File: config.mk
export PLATFORM = sky130hd
export DESIGN_NAME = order_queue_scorer
export DESIGN_NICKNAME = d
export VERILOG_FILES = /design/src/rtl/order_queue_scorer.sv
export SDC_FILE = /design/constraint.sdc
export NUM_CORES = 1
export LEC_CHECK = 0
export CORE_UTILIZATION = 40
export DETAILED_ROUTE_END_ITERATION = 10
export REMOVE_ABC_BUFFERS = 1
export SETUP_SLACK_MARGIN = 0.2
export SLEW_MARGIN = 20
export SYNTH_ARGS = -nofsm -noshare
export SYNTH_HDL_FRONTEND = slang
export SYNTH_SLANG_ARGS = --single-unit
File: constraint.sdc
create_clock -name clock -period 10.6 [get_ports clock]
set_clock_uncertainty 0.2 [all_clocks]
set_input_delay 2.12 -clock clock [delete_from_list [all_inputs] [get_ports clock]]
set_output_delay 2.12 -clock clock [all_outputs]
set_load 0.02 [all_outputs]
File: src/rtl/order_queue_scorer.sv
// Customer order queue: timed order slots, LFSR-driven spawning, dish matching
// on serving spaces and a saturating score with late penalties.
module order_queue_scorer #(
  parameter int N_SLOTS        = 4,
  parameter int N_SPACES       = 2,
  parameter int DISH_W         = 4,
  parameter int N_DISHES       = 3,
  parameter int TIMER_W        = 5,
  parameter int ORDER_TIME     = 20,
  parameter int FRAMES_PER_SEC = 60,
  parameter int SPAWN_SECS     = 5,
  parameter int POINT_W        = 10,
  parameter int SERVE_POINTS   = 20,
  parameter int EXPIRE_PENALTY = 10
) (
  input  logic                         clock,
  input  logic                         reset,
  input  logic                         vsync,
  input  logic                         timer_go,
  input  logic [N_SPACES*DISH_W-1:0]   check_spaces,
  output logic [N_SPACES-1:0]          clear_spaces,
  output logic [N_SLOTS*DISH_W-1:0]    order_dishes,
  output logic [N_SLOTS-1:0]           order_valid,
  output logic [N_SLOTS*TIMER_W-1:0]   order_times,
  output logic [POINT_W-1:0]           point_total,
  output logic                         expired_pulse
);
  localparam int FR_W = $clog2(FRAMES_PER_SEC + 1);
  localparam int SP_W = $clog2(SPAWN_SECS + 1);
  localparam int SW   = POINT_W + 4;
  localparam logic [FR_W-1:0]      FR_LAST   = FR_W'(FRAMES_PER_SEC - 1);
  localparam logic [SP_W-1:0]      SP_LOAD   = SP_W'(SPAWN_SECS - 1);
  localparam logic signed [SW-1:0] S_SERVE   = SW'(SERVE_POINTS);
  localparam logic signed [SW-1:0] S_PEN     = SW'(EXPIRE_PENALTY);
  localparam logic signed [SW-1:0] S_MAX     = SW'((1 << POINT_W) - 1);
  localparam logic [15:0]          LFSR_SEED = 16'hACE1;

  logic                  vsync_q;
  logic [FR_W-1:0]       frame_q, frame_d;
  logic [SP_W-1:0]       spawn_q, spawn_d;
  logic [15:0]           lfsr_q, lfsr_d;
  logic [N_SLOTS-1:0]    valid_q, valid_d;
  logic [DISH_W-1:0]     dish_q [N_SLOTS];
  logic [DISH_W-1:0]     dish_d [N_SLOTS];
  logic [TIMER_W-1:0]    time_q [N_SLOTS];
  logic [TIMER_W-1:0]    time_d [N_SLOTS];
  logic [N_SPACES-1:0]   clear_q, clear_d;
  logic [POINT_W-1:0]    point_q, point_d;
  logic                  expired_q, expired_d;
  logic                  frame_tick, sec_tick;
  logic [DISH_W-1:0]     new_dish;

  always_comb begin
    frame_tick = vsync & ~vsync_q;
    sec_tick   = 1'b0;
    frame_d    = frame_q;
    if (timer_go && frame_tick) begin
      if (frame_q == FR_LAST) begin
        frame_d  = '0;
        sec_tick = 1'b1;
      end else begin
        frame_d = frame_q + 1'b1;
      end
    end
    lfsr_d   = {lfsr_q[14:0], lfsr_q[15] ^ lfsr_q[13] ^ lfsr_q[12] ^ lfsr_q[10]};
    new_dish = DISH_W'((lfsr_q[7:0] % 8'(N_DISHES)) + 8'd1);
  end

  always_comb begin : slot_update
    logic [N_SLOTS-1:0]    served, expired, spawn_sel;
    logic                  found, any_free;
    logic [DISH_W-1:0]     sd;
    logic signed [SW-1:0]  sum;
    served    = '0;
    expired   = '0;
    spawn_sel = '0;
    found     = 1'b0;
    any_free  = 1'b0;
    sd        = '0;
    valid_d   = valid_q;
    dish_d    = dish_q;
    time_d    = time_q;
    clear_d   = '0;
    spawn_d   = spawn_q;
    sum       = SW'(point_q);

    // A space whose clear pulse is still high holds the dish just consumed.
    if (timer_go) begin
      for (int unsigned s = 0; s < N_SPACES; s++) begin
        sd    = check_spaces[s*DISH_W +: DISH_W];
        found = 1'b0;
        if (sd != '0 && !clear_q[s]) begin
          for (int unsigned k = 0; k < N_SLOTS; k++) begin
            if (!found && valid_q[k] && !served[k] && dish_q[k] == sd) begin
              served[k] = 1'b1;
              found     = 1'b1;
            end
          end
        end
        clear_d[s] = found;
      end
    end

    for (int unsigned k = 0; k < N_SLOTS; k++) begin
      if (sec_tick && valid_q[k]) begin
        if (time_q[k] == TIMER_W'(1)) expired[k] = !served[k];
        else                          time_d[k]  = time_q[k] - 1'b1;
      end
      if (served[k] || expired[k]) begin
        valid_d[k] = 1'b0;
        dish_d[k]  = '0;
        time_d[k]  = '0;
      end
      if (served[k])  sum = sum + S_SERVE;
      if (expired[k]) sum = sum - S_PEN;
      if (!valid_q[k] && !any_free) begin
        any_free     = 1'b1;
        spawn_sel[k] = 1'b1;
      end
    end

    // Free-slot choice uses pre-cycle validity, so slots freed now wait a tick.
    if (sec_tick) begin
      if (spawn_q == '0) begin
        if (any_free) begin
          spawn_d = SP_LOAD;
          for (int unsigned k = 0; k < N_SLOTS; k++) begin
            if (spawn_sel[k]) begin
              valid_d[k] = 1'b1;
              dish_d[k]  = new_dish;
              time_d[k]  = TIMER_W'(ORDER_TIME);
            end
          end
        end
      end else begin
        spawn_d = spawn_q - 1'b1;
      end
    end

    if (sum[SW-1])       point_d = '0;
    else if (sum > S_MAX) point_d = '1;
    else                 point_d = sum[POINT_W-1:0];
    expired_d = |expired;
  end

  always_ff @(posedge clock) begin
    if (reset) begin
      vsync_q   <= 1'b0;
      frame_q   <= '0;
      spawn_q   <= '0;
      lfsr_q    <= LFSR_SEED;
      valid_q   <= '0;
      dish_q    <= '{default: '0};
      time_q    <= '{default: '0};
      clear_q   <= '0;
      point_q   <= '0;
      expired_q <= 1'b0;
    end else begin
      vsync_q   <= vsync;
      frame_q   <= frame_d;
      spawn_q   <= spawn_d;
      lfsr_q    <= lfsr_d;
      valid_q   <= valid_d;
      dish_q    <= dish_d;
      time_q    <= time_d;
      clear_q   <= clear_d;
      point_q   <= point_d;
      expired_q <= expired_d;
    end
  end

  always_comb begin
    order_dishes = '0;
    order_times  = '0;
    for (int unsigned k = 0; k < N_SLOTS; k++) begin
      order_dishes[k*DISH_W +: DISH_W]   = dish_q[k];
      order_times[k*TIMER_W +: TIMER_W]  = time_q[k];
    end
  end

  assign order_valid   = valid_q;
  assign clear_spaces  = clear_q;
  assign point_total   = point_q;
  assign expired_pulse = expired_q;

endmodule

==> flow_metrics.py, run 1 <==
metrics = {
    "synth": {
        "ys_seq_area_frac": 0.2360,
        "ys_seq_elements": 79,
        "synth_flop_cell": "dfxtp_1",
        "async_reset_ff_frac": 0,
        "yosysTopAreaCell": "dfxtp_1",
        "ys_warn_count": 0,
        "synth_edf_count": 0,
        "synth_top_area_frac": 0.2360,
        "synth.distinct_cells": 92,
        "synthCells": 861,
        "synthTopCellsByArea": "dfxtp_1 24%, xor2_1 6.5%, xnor2_1 5.9%, a21oi_1 4.6%, nor2_1 4.6%",
        "netlist_area_um2": 6701,
        "avgSynthCellArea_um2": 7.783,
    },
    "finish": {
        "antennaDiodeCount": 0,
        "fill_cells": 1599,
        "fin_util": 0.4795,
        "area_delta_synth_final_pct": 15.31,
        "fin_nets": 932,
        "drive_above_1_share": 0.08749,
    },
    "worst_setup_path": {
        "path_buf_inv": 2,
        "cpMostUsedCell": "xnor2_1",
        "path_class": "in2reg",
        "cp.arrival_ns": 8.97,
        "worst_ep_required_time_ns": 10.62,
        "path_max_fanout": 9,
        "cp_slowest_stage_delay_ns": 0.63,
        "slowest_stage": "clkdlybuf4s50_1",
        "path_delay_family": "simple AND/OR/NAND/NOR gates",
        "worstSetupStartpointType": "primary input",
        "worst_setup_path_end_kind": "flop",
    },
    "flow_run": {
        "maxCapViolCount": 0,
    },
    "floorplanning": {
        "initial_utilization": 0.4158,
        "core_um2": 16120,
        "die_area_um2": 17280,
        "row_count": 46,
        "fp.dieW_um": 131.4,
        "die_y_um": 131.4,
        "boundaryPins": 65,
    },
    "clock_tree": {
        "root_buffer": "clkbuf_16",
        "htreeDepth": 3,
        "cts.sinks": 79,
        "cts_resized": 0,
        "clock_path_buffers": 2,
        "hold_buffers": 0,
        "clk_latency_ns": 0.34,
        "post_cts_buffers": 0,
        "cts-buffers-inserted": 9,
        "clk_pin_slew_ns": 0.06,
        "cts_tree": "yes",
    },
    "power": {
        "leakagePower_nw": 2.778,
        "power_density_nw_per_um2": 90.07,
        "ir_drop_mv": 0.08486,
    },
    "grt": {
        "first_global_vias": 5775,
        "antenna_found_initial": 1,
        "grt_max_degree": 61,
        "grt_pass1_wl_mm": 30.87,
        "grtUsageTotal": 0.2220,
        "grt_overflow_total": 0,
    },
    "timing": {
        "max_freq_mhz": 111.7,
        "worst_pin_slew_ns": 1.019,
        "fin_setup_tns_ns": 0,
        "hold_viol": 0,
        "finalMaxSlewViolations": 0,
        "rsz0062_at_grt": "false",
        "maxSlewHeadroom": 0.3182,
        "fin_crit_ns": 8.951,
        "final-setup-viol-count": 0,
        "fin_crit_sh": 0.8445,
    },
    "drt": {
        "routedWlPerCell_um": 16.80,
        "drt_iter0_drc": 373,
        "drt_first_pass_iters": 5,
        "vias": 6326,
        "wirelength_mm": 18.80,
        "final_antenna_net_count": 0,
        "drc": 0,
        "viasPerCell": 5.653,
    },
    "placed_design": {
        "routabilityCongestion": 0.8608,
        "portBuffers": 64,
        "dp_hpwl_mm": 14.25,
    },
    "worst_hold_path": {
        "hp-class": "reg2reg",
    },
    "status": {
        "status": "finished, final reports clean",
    },
}
==> stage by stage <==
stage | setup slack, ns | hold WS [ns] | cells | area, um^2 | total power [mW]
after floorplan | 2.663 | 0.1895 | 817 | 6496 | 0.3806
after global placement | 1.472 | 0.1917 | 1104 | 7455 | 0.4118
after CTS | 1.697 | 0.2126 | 1119 | 7727 | 0.7041
after global routing | 1.122 | 0.2243 | 1119 | 7727 | 0.7265
after detailed placement | 1.350 | 0.1994 | 1104 | 7455 | 0.4106
final | 1.649 | 0.2089 | 1119 | 7727 | 0.6960
==> layer usage <==
metal / wire length [um] / share of wire / global-route usage / up-vias
li1: - / - / - / 3197
met1: 9611 / 0.51 / 0.3233 / 2964
met2: 8075 / 0.43 / 0.3345 / 147
met3: 846 / 0.045 / 0.03627 / 18
met4: 269 / 0.014 / 0.05943 / 0
met5: 0 / 0 / 0 / -
==> power by group <==
group	internal [mW]	total, mW	switching [mW]
Clock	0.165	0.291	0.127
Sequential	0.302	0.308	0.00564
Combinational	0.0378	0.0973	0.0596
==> synthesized netlist by cell type (all sizes together), types with 4 or more instances <==
library cell and instances:
xnor2 49, and3 7, nor2b 17, a21o 4, or3 14, o21ai 32
nand2b 7, nand4 11, mux2i 11, a311oi 7, mux2 5, inv 30
or4 9, nand3 42, nor4 22, and2 12, nor3b 4, nor4b 7
a21boi 5, buf 19, o22ai 5, a31oi 14, o211ai 11, and4 7
ha 21, nand2 60, nand4b 5, a211oi 7, or2 20, nor2 82
a21oi 65, o211a 4, nand3b 8, xor2 53, clkbuf 25, dfxtp 79
nor3 35, o21a 5
==> logic make-up (layout without fill, tap and decap cells) <==
logic type,Yosys count,count (layout),synth area share
and+or+nand+nor,376,376,0.3083
buffers and inverters,74,116,0.04742
AOI/OAI and AO/OA,193,193,0.2031
muxes,16,16,0.02483
DFF,79,79,0.2360
adders and majority gates,21,21,0.03921
xor gates and xnor gates,102,102,0.1412
==> cell usage in the layout, fill, tap and decap left out, drive strengths merged, types with 8 or more instances in the layout <==
cell,n
ha,21
nand3,42
xnor2,49
a21oi,65
o21ai,32
xor2,53
nor2,82
nor4,22
o211ai,11
buf,8
or2,20
nor2b,17
nand2,60
inv,31
or4,9
or3,14
and2,12
nand3b,8
clkdlybuf4s50,63
a31oi,14
nand4,11
nor3,35
clkbuf,11
dfxtp,79
mux2i,11
==> worst register-to-register path, delay by kind of cell, from the launching register on <==
| family | cells | cell delay [ns] |
|---|---|---|
| adders and majority gates | 3 | 0.88 |
| DFF | 1 | 0.50 |
| and+or+nand+nor | 8 | 2.35 |
| xor gates and xnor gates | 7 | 1.30 |
| AOI/OAI and AO/OA | 6 | 1.13 |
| buffers and inverters | 1 | 0.12 |
| muxes | 1 | 0.35 |
==> flip-flops by register name (all words and copies together) (netlist names) <==
name	flops
order_dishes	16
vsync_q	1
spawn_q	3
clear_spaces	2
point_total	10
order_valid	4
lfsr_q	16
expired_pulse	1
order_times	20
frame_q	6
==> area by class of cell <==
class | instances | area [um^2] | area share
multi-input combinational | 708 | 4802 | 0.6214
sequential | 79 | 1582 | 0.2047
timing repair buffer | 71 | 688.2 | 0.08905
tap | 216 | 270.3 | 0.03497
clock buffer | 11 | 242.7 | 0.03141
inverter | 30 | 112.6 | 0.01457
clock inverter | 4 | 30.03 | 0.003886
==> final timing paths <==
path	startpoint	endpoint	slack, ns	cells past startpoint
max	check_spaces[1]	point_total[0]	1.65	27
min reg2reg	lfsr_q[14]	lfsr_q[15]	0.21	1
max reg2reg	order_dishes[0]	point_total[0]	3.65	26
min	lfsr_q[14]	lfsr_q[15]	0.21	1
(Power assumes the default switching activity.)
==> inputs of run 2 (changes only) <==
==> constraint.sdc (replaced) <==
create_clock -name clock -period 8.6 [get_ports clock]
set_clock_uncertainty 0.2 [all_clocks]
set_input_delay 1.72 -clock clock [delete_from_list [all_inputs] [get_ports clock]]
set_output_delay 1.72 -clock clock [all_outputs]
set_load 0.02 [all_outputs]
==> flow_metrics.py, run 2 (synthesis results as in run 1) <==
metrics = {
    "status": {
        "status": "finished, final reports clean",
    },
    "timing": {
        "max_freq_mhz": 126.9,
        "fin_crit_sh": 0.9166,
        "maxSlewHeadroom": 0.4393,
        "hold_viol": 0,
        "rsz0062_at_grt": "false",
        "fin_crit_ns": 7.883,
        "setup_slack_ns": 0.7170,
        "fin_setup_tns_ns": 0,
        "final-setup-viol-count": 0,
        "worst_pin_slew_ns": 0.8393,
        "finalMaxSlewViolations": 0,
    },
    "worst_setup_path": {
        "cpMostUsedCell": "nor2_1",
        "crit_start": "check_spaces[0]",
        "crit_end": "point_total[2]",
        "path_delay_family": "simple AND/OR/NAND/NOR gates",
        "crit-reg2reg-capture": "point_total[2]",
        "cp_slowest_stage_delay_ns": 0.63,
        "r2r_start": "order_valid[0]",
        "worst_ep_required_time_ns": 8.60,
        "slowest_stage": "clkdlybuf4s50_1",
        "cp.depth": 29,
        "cp.arrival_ns": 7.89,
        "r2r_cells": 29,
        "path_buf_inv": 2,
        "path_class": "in2reg",
        "path_max_fanout": 9,
        "worst_setup_path_end_kind": "flop",
        "worstSetupStartpointType": "primary input",
        "reg2reg_setup_slack_ns": 2.38,
    },
    "power": {
        "p_int_mw": 0.6140,
        "p_sw_frac": 0.2751,
        "combPwrFrac": 0.142,
        "p_clk_frac": 0.410,
        "power_density_nw_per_um2": 107.8,
        "switching_power_mw": 0.2331,
        "total_power_mw": 0.8471,
        "seqPwrFrac": 0.447,
        "ir_drop_mv": 0.1056,
        "leakagePower_nw": 2.844,
    },
    "grt": {
        "grt_pass1_wl_mm": 31.46,
        "first_global_vias": 5933,
        "antenna_found_initial": 1,
        "grt_max_degree": 61,
        "grtUsageTotal": 0.2247,
        "grt_overflow_total": 0,
    },
    "finish": {
        "antennaDiodeCount": 0,
        "layout.cells.most_common_list": "82 x nor2_1, 79 x dfxtp_1, 63 x clkdlybuf4s50_1",
        "final_common_cell": "nor2_1",
        "finalNonFillerCells": 1132,
        "area_delta_synth_final_pct": 17.27,
        "largest_reg_flops": 20,
        "drive_above_1_share": 0.1081,
        "fin_nets": 944,
    },
    "floorplanning": {
        "die_area_um2": 17280,
        "initial_utilization": 0.4158,
        "core_um2": 16120,
        "fp.dieW_um": 131.4,
        "die_y_um": 131.4,
        "boundaryPins": 65,
        "row_count": 46,
    },
    "worst_hold_path": {
        "hp-class": "reg2reg",
    },
    "drt": {
        "viasPerCell": 5.694,
        "drt_iter0_drc": 491,
        "drc": 0,
        "routedWlPerCell_um": 17.07,
        "wirelength_mm": 19.33,
        "final_antenna_net_count": 0,
        "drt_first_pass_iters": 5,
        "vias": 6446,
    },
    "placed_design": {
        "placed_cells": 1116,
        "dp_hpwl_mm": 14.50,
        "routabilityCongestion": 0.8797,
        "portBuffers": 64,
        "place_ws_ns": 0.2439,
    },
    "clock_tree": {
        "clock_path_buffers": 2,
        "clk_latency_ns": 0.34,
        "root_buffer": "clkbuf_16",
        "htreeDepth": 3,
        "cts.sinks": 79,
        "cts-buffers-inserted": 9,
        "clk_pin_slew_ns": 0.06,
        "cts_tree": "yes",
    },
    "flow_run": {
        "maxCapViolCount": 0,
    },
}
==> run 2: cell count changes in the layout (fill, tap and decap cells not counted), moves of 2 or more <==
| cell | previous run | this run |
|---|---|---|
| buf_4 | 7 | 19 |
| clkinv_2 | 1 | 4 |
| nor3_1 | 34 | 32 |
| nor3_2 | 0 | 2 |
==> run 2: area by class of cell <==
type | instances | area [um^2]
fillers | 1609 | 8257
well taps | 216 | 270.3
flip-flops and latches | 79 | 1582
clock buffers | 10 | 229.0
inverters | 30 | 112.6
clock inverters | 6 | 37.54
multi-input cells | 708 | 4850
repair buffers | 83 | 778.2
==> run 2: worst min-delay path by stage <==
stage / start / slack, ns / end / cells past startpoint
after floorplan: lfsr_q[9] / 0.19 / lfsr_q[10] / 1
after global placement: lfsr_q[14] / 0.19 / lfsr_q[15] / 1
after detailed placement: lfsr_q[9] / 0.20 / lfsr_q[10] / 1
after CTS: lfsr_q[14] / 0.21 / lfsr_q[15] / 1
after global routing: lfsr_q[14] / 0.24 / lfsr_q[15] / 1
final: lfsr_q[14] / 0.20 / lfsr_q[15] / 1
==> run 2: power groups by stage <==
| stage | Combinational [mW] | Clock (mW) | Sequential (mW) |
|---|---|---|---|
| 3_5_place_dp | 0.120 | 0 | 0.387 |
| 2_1_floorplan | 0.0838 | 0 | 0.385 |
| 5_1_grt | 0.134 | 0.371 | 0.380 |
| 3_3_place_gp | 0.121 | 0 | 0.387 |
| 4_1_cts | 0.122 | 0.357 | 0.379 |
| 6_report | 0.121 | 0.347 | 0.379 |
==> run 2: through the flow <==
step,util,area (um^2),hold slack (ns)
CTS,0.4847,7811,0.2073
finish,0.4877,7859,0.2031
global placement,0.4682,7545,0.1925
detailed placement,0.4682,7545,0.1976
floorplan,-,6496,0.1895
global route,0.4877,7859,0.2412
==> run 2: metal layers <==
metal,vias up,part of all wire,GRT usage
met5,-,0,0
met4,0,0.013,0.05168
met3,20,0.050,0.03434
met2,183,0.44,0.3486
met1,3012,0.50,0.3231
li1,3231,-,-
==> run 2: worst register-to-register path: cells and delay by family (launching register included) <==
kind | cells | cell delay, ns
AND/OR/NAND/NOR | 12 | 2.24
AO/OA/AOI/OAI | 7 | 1.32
adder cells (fa/ha/maj) | 3 | 0.85
buffers and inverters | 3 | 0.49
XOR/XNOR | 3 | 0.39
flip-flops | 1 | 0.30
multiplexers | 1 | 0.30
==> run 2: repair_timing <==
action / in CTS / in global routing
endpoints found under the setup margin: 0 / 10
hold endpoints to repair: 0 / 0
buffers inserted: 0 / 0
hold buffers: 0 / 0
gates resized for setup: 0 / 9
